File: src/rtl/cic_d_stream_ctrl.sv
`default_nettype none
// ============================================================================
//  Module   : cic_d_stream_ctrl
//  Brief    : CIC decimator sequencer -- flushes and settles the decimator,
//             buffers its samples and emits AXI-Stream frames with tlast.
//  Revision : 1.0  initial release
// ============================================================================
module cic_d_stream_ctrl #(
    parameter int DATA_WIDTH     = 16,
    parameter int FIFO_DEPTH     = 16,
    parameter int FRAME_LEN_W    = 16,
    parameter int FLUSH_CYCLES   = 4,
    parameter int SETTLE_SAMPLES = 4
) (
    input  logic                   clk,
    input  logic                   reset_n,
    input  logic                   start,
    input  logic                   stop,
    input  logic [FRAME_LEN_W-1:0] frame_len,
    output logic                   cic_reset_n,
    input  logic [DATA_WIDTH-1:0]  cic_data,
    input  logic                   cic_dv,
    output logic [DATA_WIDTH-1:0]  m_axis_tdata,
    output logic                   m_axis_tvalid,
    input  logic                   m_axis_tready,
    output logic                   m_axis_tlast,
    output logic                   busy,
    output logic                   overflow
);

    localparam int c_ptr_w    = $clog2(FIFO_DEPTH);
    localparam int c_cnt_w    = c_ptr_w + 1;
    localparam int c_flush_w  = (FLUSH_CYCLES < 2) ? 1 : $clog2(FLUSH_CYCLES);
    localparam int c_settle_w = (SETTLE_SAMPLES < 1) ? 1 : $clog2(SETTLE_SAMPLES + 1);

    localparam logic [c_cnt_w-1:0]    c_depth       = c_cnt_w'(FIFO_DEPTH);
    localparam logic [c_flush_w-1:0]  c_flush_last  = c_flush_w'(FLUSH_CYCLES - 1);
    localparam logic [c_settle_w-1:0] c_settle_init = c_settle_w'(SETTLE_SAMPLES);

    localparam logic [2:0] c_st_idle   = 3'd0;
    localparam logic [2:0] c_st_flush  = 3'd1;
    localparam logic [2:0] c_st_settle = 3'd2;
    localparam logic [2:0] c_st_run    = 3'd3;
    localparam logic [2:0] c_st_drain  = 3'd4;

    logic [2:0]             r_state;
    logic [c_flush_w-1:0]   r_flush_cnt;
    logic [c_settle_w-1:0]  r_settle_cnt;
    logic [FRAME_LEN_W-1:0] r_frame_len;
    logic [FRAME_LEN_W-1:0] r_push_cnt;
    logic                   r_stop_pending;
    logic                   r_overflow;
    logic                   r_cic_reset_n;

    logic [DATA_WIDTH:0]    r_mem [FIFO_DEPTH];
    logic [c_ptr_w-1:0]     r_wr_ptr;
    logic [c_ptr_w-1:0]     r_rd_ptr;
    logic [c_cnt_w-1:0]     r_count;
    logic [DATA_WIDTH-1:0]  r_tdata;
    logic                   r_tlast;
    logic                   r_tvalid;

    logic                   w_full;
    logic                   w_pop;
    logic                   w_accept;
    logic                   w_push;
    logic                   w_drop;
    logic                   w_last;
    logic [c_ptr_w-1:0]     w_rd_ptr_nxt;
    logic [c_cnt_w-1:0]     w_count_nxt;
    logic [DATA_WIDTH:0]    w_head;

    always_comb begin
        w_full   = (r_count == c_depth);
        w_pop    = r_tvalid & m_axis_tready;
        w_last   = (r_push_cnt == (r_frame_len - FRAME_LEN_W'(1)));
        // Once a stop is pending at a frame boundary, no new frame is opened.
        w_accept = (r_state == c_st_run) && !(r_stop_pending && (r_push_cnt == '0));
        w_push   = w_accept && cic_dv && (!w_full || w_pop);
        w_drop   = w_accept && cic_dv && w_full && !w_pop;

        w_rd_ptr_nxt = w_pop ? (r_rd_ptr + c_ptr_w'(1)) : r_rd_ptr;
        w_count_nxt  = r_count;
        if (w_push && !w_pop) begin
            w_count_nxt = r_count + c_cnt_w'(1);
        end else if (w_pop && !w_push) begin
            w_count_nxt = r_count - c_cnt_w'(1);
        end

        // New head is the incoming word only when the buffer is otherwise empty.
        if (w_push && (w_rd_ptr_nxt == r_wr_ptr)) begin
            w_head = {w_last, cic_data};
        end else begin
            w_head = r_mem[w_rd_ptr_nxt];
        end
    end

    always_ff @(posedge clk) begin
        if (w_push) begin
            r_mem[r_wr_ptr] <= {w_last, cic_data};
        end
    end

    always_ff @(posedge clk) begin
        if (!reset_n) begin
            r_wr_ptr <= '0;
            r_rd_ptr <= '0;
            r_count  <= '0;
            r_tvalid <= 1'b0;
            r_tdata  <= '0;
            r_tlast  <= 1'b0;
        end else begin
            if (w_push) begin
                r_wr_ptr <= r_wr_ptr + c_ptr_w'(1);
            end
            r_rd_ptr <= w_rd_ptr_nxt;
            r_count  <= w_count_nxt;
            r_tvalid <= (w_count_nxt != '0);
            if (w_count_nxt != '0) begin
                r_tdata <= w_head[DATA_WIDTH-1:0];
                r_tlast <= w_head[DATA_WIDTH];
            end else begin
                r_tlast <= 1'b0;
            end
        end
    end

    always_ff @(posedge clk) begin
        if (!reset_n) begin
            r_state        <= c_st_idle;
            r_flush_cnt    <= '0;
            r_settle_cnt   <= '0;
            r_frame_len    <= FRAME_LEN_W'(1);
            r_push_cnt     <= '0;
            r_stop_pending <= 1'b0;
            r_overflow     <= 1'b0;
            r_cic_reset_n  <= 1'b0;
        end else begin
            case (r_state)
                c_st_idle: begin
                    r_cic_reset_n <= 1'b0;
                    if (start) begin
                        r_state        <= c_st_flush;
                        r_frame_len    <= (frame_len == '0) ? FRAME_LEN_W'(1) : frame_len;
                        r_overflow     <= 1'b0;
                        r_flush_cnt    <= '0;
                        r_push_cnt     <= '0;
                        r_stop_pending <= 1'b0;
                    end
                end

                c_st_flush: begin
                    if (stop) begin
                        r_state       <= c_st_idle;
                        r_cic_reset_n <= 1'b0;
                    end else if (r_flush_cnt == c_flush_last) begin
                        r_state       <= c_st_settle;
                        r_cic_reset_n <= 1'b1;
                        r_settle_cnt  <= c_settle_init;
                    end else begin
                        r_flush_cnt <= r_flush_cnt + c_flush_w'(1);
                    end
                end

                c_st_settle: begin
                    if (stop) begin
                        r_state       <= c_st_idle;
                        r_cic_reset_n <= 1'b0;
                    end else if (r_settle_cnt == '0) begin
                        r_state <= c_st_run;
                    end else if (cic_dv) begin
                        r_settle_cnt <= r_settle_cnt - c_settle_w'(1);
                        if (r_settle_cnt == c_settle_w'(1)) begin
                            r_state <= c_st_run;
                        end
                    end
                end

                c_st_run: begin
                    if (stop) begin
                        r_stop_pending <= 1'b1;
                    end
                    if (w_push) begin
                        r_push_cnt <= w_last ? '0 : (r_push_cnt + FRAME_LEN_W'(1));
                    end
                    if (w_drop) begin
                        r_overflow <= 1'b1;
                    end
                    if (r_stop_pending && ((r_push_cnt == '0) || (w_push && w_last))) begin
                        r_state <= c_st_drain;
                    end
                end

                c_st_drain: begin
                    if ((r_count == '0) && !r_tvalid) begin
                        r_state       <= c_st_idle;
                        r_cic_reset_n <= 1'b0;
                    end
                end

                default: begin
                    r_state       <= c_st_idle;
                    r_cic_reset_n <= 1'b0;
                end
            endcase
        end
    end

    assign cic_reset_n   = r_cic_reset_n;
    assign m_axis_tdata  = r_tdata;
    assign m_axis_tvalid = r_tvalid;
    assign m_axis_tlast  = r_tlast;
    assign busy          = (r_state != c_st_idle);
    assign overflow      = r_overflow;

endmodule
`default_nettype wire

File: config.mk
export PLATFORM = sky130hd
export DESIGN_NAME = cic_d_stream_ctrl
export DESIGN_NICKNAME = d
export VERILOG_FILES = /design/src/rtl/cic_d_stream_ctrl.sv
export SDC_FILE = /design/constraint.sdc
export NUM_CORES = 1
export LEC_CHECK = 0
export CELL_PAD_IN_SITES_DETAIL_PLACEMENT = 2
export CELL_PAD_IN_SITES_GLOBAL_PLACEMENT = 2
export CORE_UTILIZATION = 45
export CTS_BUF_LIST = sky130_fd_sc_hd__clkbuf_16
export CTS_CLUSTER_SIZE = 25
export DETAILED_ROUTE_END_ITERATION = 8
export HOLD_SLACK_MARGIN = 0.1
export PLACE_DENSITY = 0.87
export SLEW_MARGIN = 5
export SYNTH_ARGS = -nofsm -noshare
export SYNTH_HDL_FRONTEND = slang
export SYNTH_SLANG_ARGS = --single-unit
export TNS_END_PERCENT = 20
File: constraint.sdc
create_clock -name clk -period 5.71 [get_ports clk]
set_input_delay 1.142 -clock clk [delete_from_list [all_inputs] [get_ports clk]]
set_output_delay 1.142 -clock clk [all_outputs]
set_load 0.005 [all_outputs]
Word-level counts from Yosys, hierarchy flattened
Memory sizes are Yosys's and may differ from the RTL's.
Cells that the tools add are included.
{ "word_totals": {"out_inout_bits": 21, "ff_bits": 74, "n_memories": 1, "ram_bits": 272} }
{ "mem_list": {"columns": ["name", "depth", "word_bits", "rd", "rd_ports_with_merged_regs", "write_ports", "line_no", "rtl"], "rows": [
  ["r_mem", 16, 17, 1, 0, 1, "55", "logic [DATA_WIDTH:0] r_mem [FIFO_DEPTH];"]
]} }
{ "classes": {"n_bitwise": 2, "n_eq_ne": 25, "muxes": 41, "addsub": 8, "n_reduce_logical": 38} }
{ "ops": {"columns": ["cell", "count"], "rows": [
  ["$mux 16", 4],
  ["$mux 3", 14],
  ["$logic_not 16->1", 2],
  ["$pmux 16 s2", 1],
  ["$ne 2x2->1 const B", 12],
  ["$mux 17", 1],
  ["$add 16x1->16 const B", 1],
  ["$eq 16x16->1", 1],
  ["$sub 16x1->16 const B", 1],
  ["$pmux 3 s5", 1],
  ["$logic_and 1x1->1", 12],
  ["$reduce_and 6->1", 2],
  ["$mux 5", 2],
  ["$mux 1", 9],
  ["$reduce_and 3->1", 3],
  ["$add 4x1->4 const B", 2],
  ["$ne 4x4->1 const B", 2],
  ["$reduce_and 4->1", 2],
  ["$eq 3x1->1 const B", 2],
  ["$eq 3x2->1 const B", 2],
  ["$logic_not 3->1", 2],
  ["$mux 2", 3],
  ["$pmux 3 s2", 1],
  ["$reduce_bool 2->1", 3],
  ["other kinds (22)", 29]
]} }

Longest topological paths before layout
Gate-level depths: netlist of the first run.
{ "depth": {"word_depth": 12, "ltp_mapped": 12, "depth_no_buf": 9} }

Worst setup path before layout of the first run
No wires, ideal clock.
{ "synth_path": {"kind": "input to register", "startpoint": "input port cic_dv", "endpoint": "memory r_mem[3][0] (netlist name), enable pin", "n_path_buf": 0, "arrival_time_ps": 3450, "setup_slack_ps": 1848, "stages": 5, "t_required_ps": 5298, "setup_ps": 412, "path_cell_list": "and4b_1 o41ai_4 a21oi_1 nand2_1 nor3_1"} }
{ "synth_via": {"elab_chain_cells": 4} }
{ "synth_rtl": {"columns": ["element", "line_no", "rtl"], "rows": [
  ["from (decl)", "22", "input logic cic_dv,"],
  ["$logic_and 1x1->1 (2 in series)", "79", "w_push = w_accept && cic_dv && (!w_full || w_pop);"],
  ["$mux 1", "99", "if (w_push) begin"],
  ["$mux 1 (not written as such)", "100", "r_mem[r_wr_ptr] <= {w_last, cic_data};"],
  ["to (decl)", "55", null]
]} }
No other way between the ends.

Final worst setup path of the first run
{ "layout_path": {"startpoint": "input port m_axis_tready", "endpoint": "register r_tdata[8] (netlist: m_axis_tdata[8])"} }
{ "layout_via": {"elab_chain_cells": 8, "word_cells_on_any_way": 15, "classes_between": "eq/ne (1); mux (4); bitwise (1); reduce/logical (8); memory (1)"} }
{ "layout_rtl": {"columns": ["element", "line_no", "rtl"], "rows": [
  ["from (decl)", "25", "input logic m_axis_tready,"],
  ["$and 1x1->1 *", "75", "w_pop = r_tvalid & m_axis_tready;"],
  ["branches (longest 7 deep; another with $mem_v2 16x17)", null, null],
  ["to (signal assigned)", "120", "r_tdata <= w_head[DATA_WIDTH-1:0];"],
  ["to (decl)", "59", "logic [DATA_WIDTH-1:0] r_tdata;"]
]} }
Mark *: on every way between the ends.
A chain may end at the register's enable or synchronous reset.

==> summary.md, run 1 <==
| Metric | Value |
|---|---|
| Slew HR | `0.07908` |
| Tot GR Track Use | `0.3538` |
| Dpl ws | `1.113 ns` |
| Delay-heaviest family, CP | `simple AND/OR/NAND/NOR gates` |
| Final Skew | `0.01643 ns` |
| Leak Pwr | `6.038 nW` |
| Die Span Y | `185.6 µm` |
| Crit. path cell count | `8` |
| Final slew viol count | `0` |
| Via density | `6.552` |
| Drt pass-1 iters | `5` |
| Synthesized area | `15,170 µm²` |
| Nets | `1,414` |
| Worst Setup Start Kind | `input port` |
| Post-synth top area share | `0.5385` |
| Final wirelength | `59.38 mm` |
| Synth Area per Inst | `11.32 µm²` |
| Cell Rows | `66` |
| Skew-Pair Late Insertion Delay | `0.55 ns` |
| Max rail drop VDD | `0.0003984 V` |
| CP max-delay cell | `xor2_4` |
| WP buf/inv | `1` |
| Final ANT Viol Nets | `0` |
| # clock sinks | `346` |
| # DRC | `0` |
| Clock transition at path regs | `0.06 ns` |
| Post-DP HPWL | `34.89 mm` |
| CP max FO | `21` |
| Endpoints failing setup | `0` |
| Hold Crit Depth | `2` |
| Cells after Synth | `1,340` |
| Register bit total from synthesis | `346` |
| H-tree depth | `2` |
| Fin area | `17,540 µm²` |
| Synth cell count leaders | `324 x nand2_1, 272 x edfxtp_1, 189 x nand4_1` |
| Power per cell area | `434.5 nW/µm²` |
| Crit path kind | `input port to flip-flop` |
| CP arrival | `4.76 ns` |
| Share of flip-flops with an asynchronous set or reset | `0` |
| Port Buffers | `58` |
| Total design power | `7.621 mW` |
| Diode count | `0` |
| Tcrit/Tclk final | `0.7650` |
| Fill cells | `3,152` |
| Placed Area | `16,240 µm²` |
| Post-synth EDFFs | `272` |
| Die area | `34,440 µm²` |
| Clock Path Buffers | `3` |
| Fmax | `228.9 MHz` |
| Most common cell in the netlist | `nand2_1` |
| Status | `complete, no violations` |
| Metal2 WL | `29.10 mm` |
| Sequential-to-total area share from yosys stat | `0.6362` |
| Setup ws final | `1.342 ns` |
| FF-to-FF path depth | `9` |
| Post-CTS resize count | `0` |
| Layout area overhead | `15.66%` |
| Initial antenna violation count | `0` |
| Yosys top cell by area | `edfxtp_1` |
| CP peak stage delay | `0.82 ns` |
| Hold Path Class | `flip-flop to flip-flop` |
| Root buf cell | `clkbuf_16` |
| Synth warnings | `0` |
| Post-synth top flop | `edfxtp_1` |
| Die X | `185.6 µm` |
| Max capacitance violation total | `0` |
| Hold-fix buffers, CTS | `0` |
| Critical Path RT | `6.10 ns` |
| Top area cells in the synthesized netlist | `edfxtp_1 54%, dfxtp_1 9.8%, nand2_1 8.0%` |
| I/O pin total | `59` |
| Final min period | `4.368 ns` |
| Layout Utilization | `0.5337` |
| Pin count of the biggest net entering global routing | `67` |
| CTS tree | `yes` |
| Yosys cell types | `62` |
| Gr ovfl total | `0` |
| Core Region | `32,870 µm²` |
| Setup TNS | `0 ns` |
| Gp weighted congestion | `0.8123` |
| Total CTS buffers | `39` |
| Worst Tran Pin Value | `1.380 ns` |
| Total vias in the final route | `12,000` |
| Global-route wire length before repair | `88.21 mm` |
| Initial Util | `0.4615` |
| Crit. End Element | `flip-flop` |
| Hold Vio Cnt, Final | `0` |
| Vias in the first global route | `13,090` |
| Met3 wire length | `3.347 mm` |
| Post CTS Setup Buffer Count | `0` |
| Top Layer Used | `met4` |
| DRT iter0 DRCs | `1,100` |
| Routed WL per cell | `32.43 µm` |
| Critical path cell sequence | `clkdlybuf4s50_1 > and2_1 > nand2_1 > xor2_4 > xnor2_1 > nor3_2 > nand2b_1 > o311ai_1` |
| Layout cells sized above 1 | `0.09071` |
| RSZ-0062 raised after global routing | `no` |
| WL met1 | `23.67 mm` |
| Syn_nets | `1,392` |
[per-stage QoR]
| step | cells | hold slack (ns) |
|---|---|---|
| after CTS | 1831 | 0.5091 |
| after detailed placement | 1763 | 0.4886 |
| after global routing | 1831 | 0.5324 |
| after global placement | 1763 | 0.4554 |
| after floorplan | 1340 | 0.4410 |
| final | 1831 | 0.5121 |
[flip-flops by register name, summed over array words and instances (netlist names), 2 cells and up]
name and flops:
r_mem 272, r_count 5, r_push_cnt 16, r_settle_cnt 3, r_frame_len 16, r_flush_cnt 2
r_rd_ptr 4, m_axis_tdata 16, r_wr_ptr 4, r_state 3
[path summary, 6_finish.rpt]
| path | slack, ns | to | startpoint |
|---|---|---|---|
| max | 1.34 | m_axis_tdata[8] | m_axis_tready |
| min | 0.51 | overflow | overflow |
| max reg2reg | 1.76 | m_axis_tdata[3] | r_push_cnt[1] |
| min reg2reg | 0.51 | overflow | overflow |
[worst register-to-register path: cells and delay by family (launching register included)]
family	cells	cell delay, ns
simple gates	3	1.82
compound gates	2	0.76
flops	1	0.37
mux	1	0.33
fa+ha+maj	1	0.20
xor+xnor	1	0.18
buf+inv	1	0.11
[logic make-up (layout without fill, tap and decap cells)]
| kind of cell | Yosys count | count (layout) | share of synthesized area |
|---|---|---|---|
| AND/OR/NAND/NOR | 687 | 687 | 0.2241 |
| flip-flops | 346 | 346 | 0.6362 |
| buffers and inverters | 117 | 166 | 0.03028 |
| AO/OA/AOI/OAI | 106 | 106 | 0.05387 |
| XOR/XNOR | 46 | 46 | 0.02656 |
| multiplexers | 24 | 24 | 0.01741 |
| adder cells (fa/ha/maj) | 14 | 14 | 0.01155 |
[final cells by class]
cell class	instances	area, µm²	area share
clock buffers	41	1026	0.05849
clock inverters	27	272.8	0.01555
inverters	19	71.32	0.004066
multi-input cells	877	5174	0.2949
flip-flops and latches	346	9649	0.5501
well taps	442	553.0	0.03153
repair buffers	79	795.8	0.04536
[power by group]
group          internal, mW  leakage (nW)  switching (mW)  total [mW]
registers              2.84          3.05           0.161        3.00
logic                 0.628          2.33            1.37        2.00
clock network          1.56         0.654            1.06        2.63
[metal layers]
| layer | GRT usage | vias up |
|---|---|---|
| li1 | - | 5027 |
| met1 | 0.4401 | 6214 |
| met5 | 0 | - |
| met3 | 0.05302 | 195 |
| met4 | 0.1872 | 0 |
| met2 | 0.5958 | 560 |
[layout by cell type (no fill, tap or decap), types with 10 or more instances in the layout]
cell,netlist,routed
o311ai_1,16,16
ha_1,14,14
nand3_1,29,29
and2_1,14,13
a21oi_1,14,14
nand4_1,189,189
edfxtp_1,272,272
inv_1,19,25
nor2_1,43,31
a21boi_0,11,11
nor2b_1,10,10
xor2_1,23,21
dfxtp_1,74,74
o21ai_0,12,12
mux2_2,19,19
buf_4,0,16
nor4_1,12,12
clkdlybuf4s50_1,0,57
xnor2_1,23,22
nand2_1,324,323
nor2_2,0,12
clkbuf_16,0,41
nor3_1,16,12
No activity file was read; power rests on OpenSTA's default activity.
==> inputs of run 2 (changes only) <==
CORE_UTILIZATION = 37   (was 45)
PLACE_DENSITY = 0.77   (was 0.87)
clock period = 3.9 ns   (was 5.71 ns; I/O delays follow)
==> summary.md, run 2 (synthesis results as in run 1) <==
| Metric | Value |
|---|---|
| Status | `complete, no violations` |
| Commonest non-fill, non-tap cells in the layout | `323 x nand2_1, 272 x edfxtp_1, 189 x nand4_1` |
| Total CTS buffers | `39 (unchanged)` |
| # clock sinks | `346 (unchanged)` |
| DRT iter0 DRCs | `895 (-19%)` |
| Core Region | `40,100 µm² (+22%)` |
| Layout cells sized above 1 | `0.1092 (+0.01844)` |
| RSZ-0062 raised after global routing | `no` |
| Nets | `1,444 (+2.1%)` |
| Dpl ws | `0.1876 ns (-0.9251 ns)` |
| Global-route wire length before repair | `78.82 mm (-11%)` |
| Final Skew | `0.01555 ns (-0.0008744 ns)` |
| Commonest non-fill, non-tap cell in the layout | `nand2_1` |
| Root buf cell | `clkbuf_16` |
| Layout area overhead | `17.72%` |
| Final slew viol count | `0 (unchanged)` |
| # DRC | `0 (unchanged)` |
| Fmax | `292.3 MHz` |
| Tot GR Track Use | `0.2528 (-0.1010)` |
| Worst Setup Start Kind | `flip-flop` |
| Power per cell area | `596.5 nW/µm² (+37%)` |
| Hold Vio Cnt, Final | `0 (unchanged)` |
| Final min period | `3.421 ns` |
| Hold-fix buffers, CTS | `0 (unchanged)` |
| Cell Rows | `73 (+11%)` |
| Critical R2R Capture | `m_axis_tdata[12]` |
| Via density | `5.879 (-10%)` |
| Endpoints failing setup | `0 (unchanged)` |
| Post CTS Setup Buffer Count | `0 (unchanged)` |
| Most flop-heavy register | `r_mem` |
| Die Span Y | `204.5 µm (+10%)` |
| Setup TNS | `0 ns (unchanged)` |
| Reg2reg setup slack | `0.48 ns (-1.28 ns)` |
| CTS tree | `yes` |
| Drt pass-1 iters | `5 (unchanged)` |
| Hold Path End | `overflow` |
| Routed WL per cell | `26.54 µm (-18%)` |
| Hold Path Class | `flip-flop to flip-flop` |
| H-tree depth | `2 (unchanged)` |
| Hold Crit Depth | `2 (unchanged)` |
| Gr ovfl total | `0 (unchanged)` |
| Initial antenna violation count | `3 (+3)` |
| Die X | `204.5 µm (+10%)` |
| I/O pin total | `59 (unchanged)` |
| Vias in the first global route | `12,570 (-4.0%)` |
| Worst r2r src | `r_push_cnt[0]` |
| CP arrival | `3.84 ns (-0.92 ns)` |
| Worst Hold Launch | `overflow` |
| Skew-Pair Late Insertion Delay | `0.56 ns (about the same)` |
| Setup ws final | `0.4790 ns (-0.8627 ns)` |
| Final ANT Viol Nets | `0 (unchanged)` |
| Slew HR | `0.4525 (+0.3734)` |
| Die area | `41,810 µm² (+21%)` |
| Diode count | `0 (unchanged)` |
| Pin count of the biggest net entering global routing | `67 (unchanged)` |
| Gp weighted congestion | `0.8130 (about the same)` |
| Port Buffers | `58 (unchanged)` |
| Max rail drop VDD | `0.0002883 V (-28%)` |
| FF-to-FF path depth | `10 (+1)` |
| Total vias in the final route | `11,440 (-4.7%)` |
| Worst Tran Pin Value | `0.8187 ns (-0.5612 ns)` |
| Tcrit/Tclk final | `0.8772` |
| Max capacitance violation total | `0 (unchanged)` |
| Crit. End Element | `flip-flop` |
| Clock Path Buffers | `3 (unchanged)` |
| Post-CTS resize count | `0 (unchanged)` |
| Max reg flops | `272 (unchanged)` |
| Clock transition at path regs | `0.06 ns (about the same)` |
| WHS | `0.4717 ns (-0.04040 ns)` |
| Post-DP HPWL | `31.68 mm (-9.2%)` |
| Leak Pwr | `6.177 nW (+2.3%)` |
| Crit path kind | `flip-flop to flip-flop` |
| Initial Util | `0.3783 (-0.08322)` |
| Final wirelength | `51.63 mm (-13%)` |
| Critical Path RT | `4.32 ns (-1.78 ns)` |
| CP max FO | `14 (-33%)` |
run 2: stage by stage:
stage | power [mW] | instances | utilization | cell area (µm²)
2_1_floorplan | 6.038 | 1340 | - | 15170
3_3_place_gp | 7.038 | 1876 | 0.4161 | 16680
3_5_place_dp | 7.197 | 1876 | 0.4161 | 16680
4_1_cts | 10.73 | 1945 | 0.4453 | 17850
5_1_grt | 11.09 | 1945 | 0.4453 | 17850
6_report | 10.65 | 1945 | 0.4453 | 17850
run 2: critical path: stages (launching register included):
cell      delay (ns)
dfxtp_1         0.35
inv_1           0.10
ha_1            0.19
or4b_1          0.55
o41ai_4         0.56
mux2i_1         0.28
xor2_1          0.12
or4b_1          0.60
buf_4           0.26
nand4_1         0.12
o311ai_1        0.14
run 2: where the power goes:
part           switching [mW]  total (mW)  internal, mW  leakage, nW
logic                    1.80        2.80         0.997         2.52
clock network            1.54        3.49          1.95        0.605
registers               0.206        4.36          4.15         3.05
run 2: cell type report:
cell class / instances / area (µm²)
Clock buffer: 39 / 975.9
Clock inverter: 30 / 193.9
Fill cell: 4026 / 22240
Inverter: 19 / 71.32
Multi-Input combinational cell: 877 / 5174
Sequential cell: 346 / 9649
Tap cell: 525 / 656.9
Timing Repair Buffer: 109 / 1134
run 2: per-layer routing:
layer	GRT usage	wire length, µm
met5	0	42
met4	0.07143	1097
met2	0.4243	25300
met3	0.04002	2641
met1	0.3369	22550
run 2: worst max path at each step:
| stage | from | depth (start not counted) | endpoint |
|---|---|---|---|
| after floorplan | cic_dv | 5 | r_mem[3][0] |
| after global placement | cic_dv | 9 | m_axis_tdata[13] |
| after detailed placement | cic_dv | 9 | m_axis_tdata[12] |
| after CTS | r_push_cnt[0] | 10 | m_axis_tdata[12] |
| after global routing | r_push_cnt[0] | 10 | m_axis_tdata[2] |
| final | r_push_cnt[0] | 10 | m_axis_tdata[12] |
==> inputs of run 3 (changes only) <==
GPL_ROUTABILITY_DRIVEN = 0   (was not set)
==> results of run 3 <==
Same layout as run 2: the final DEF is identical, and so are final timing and power.
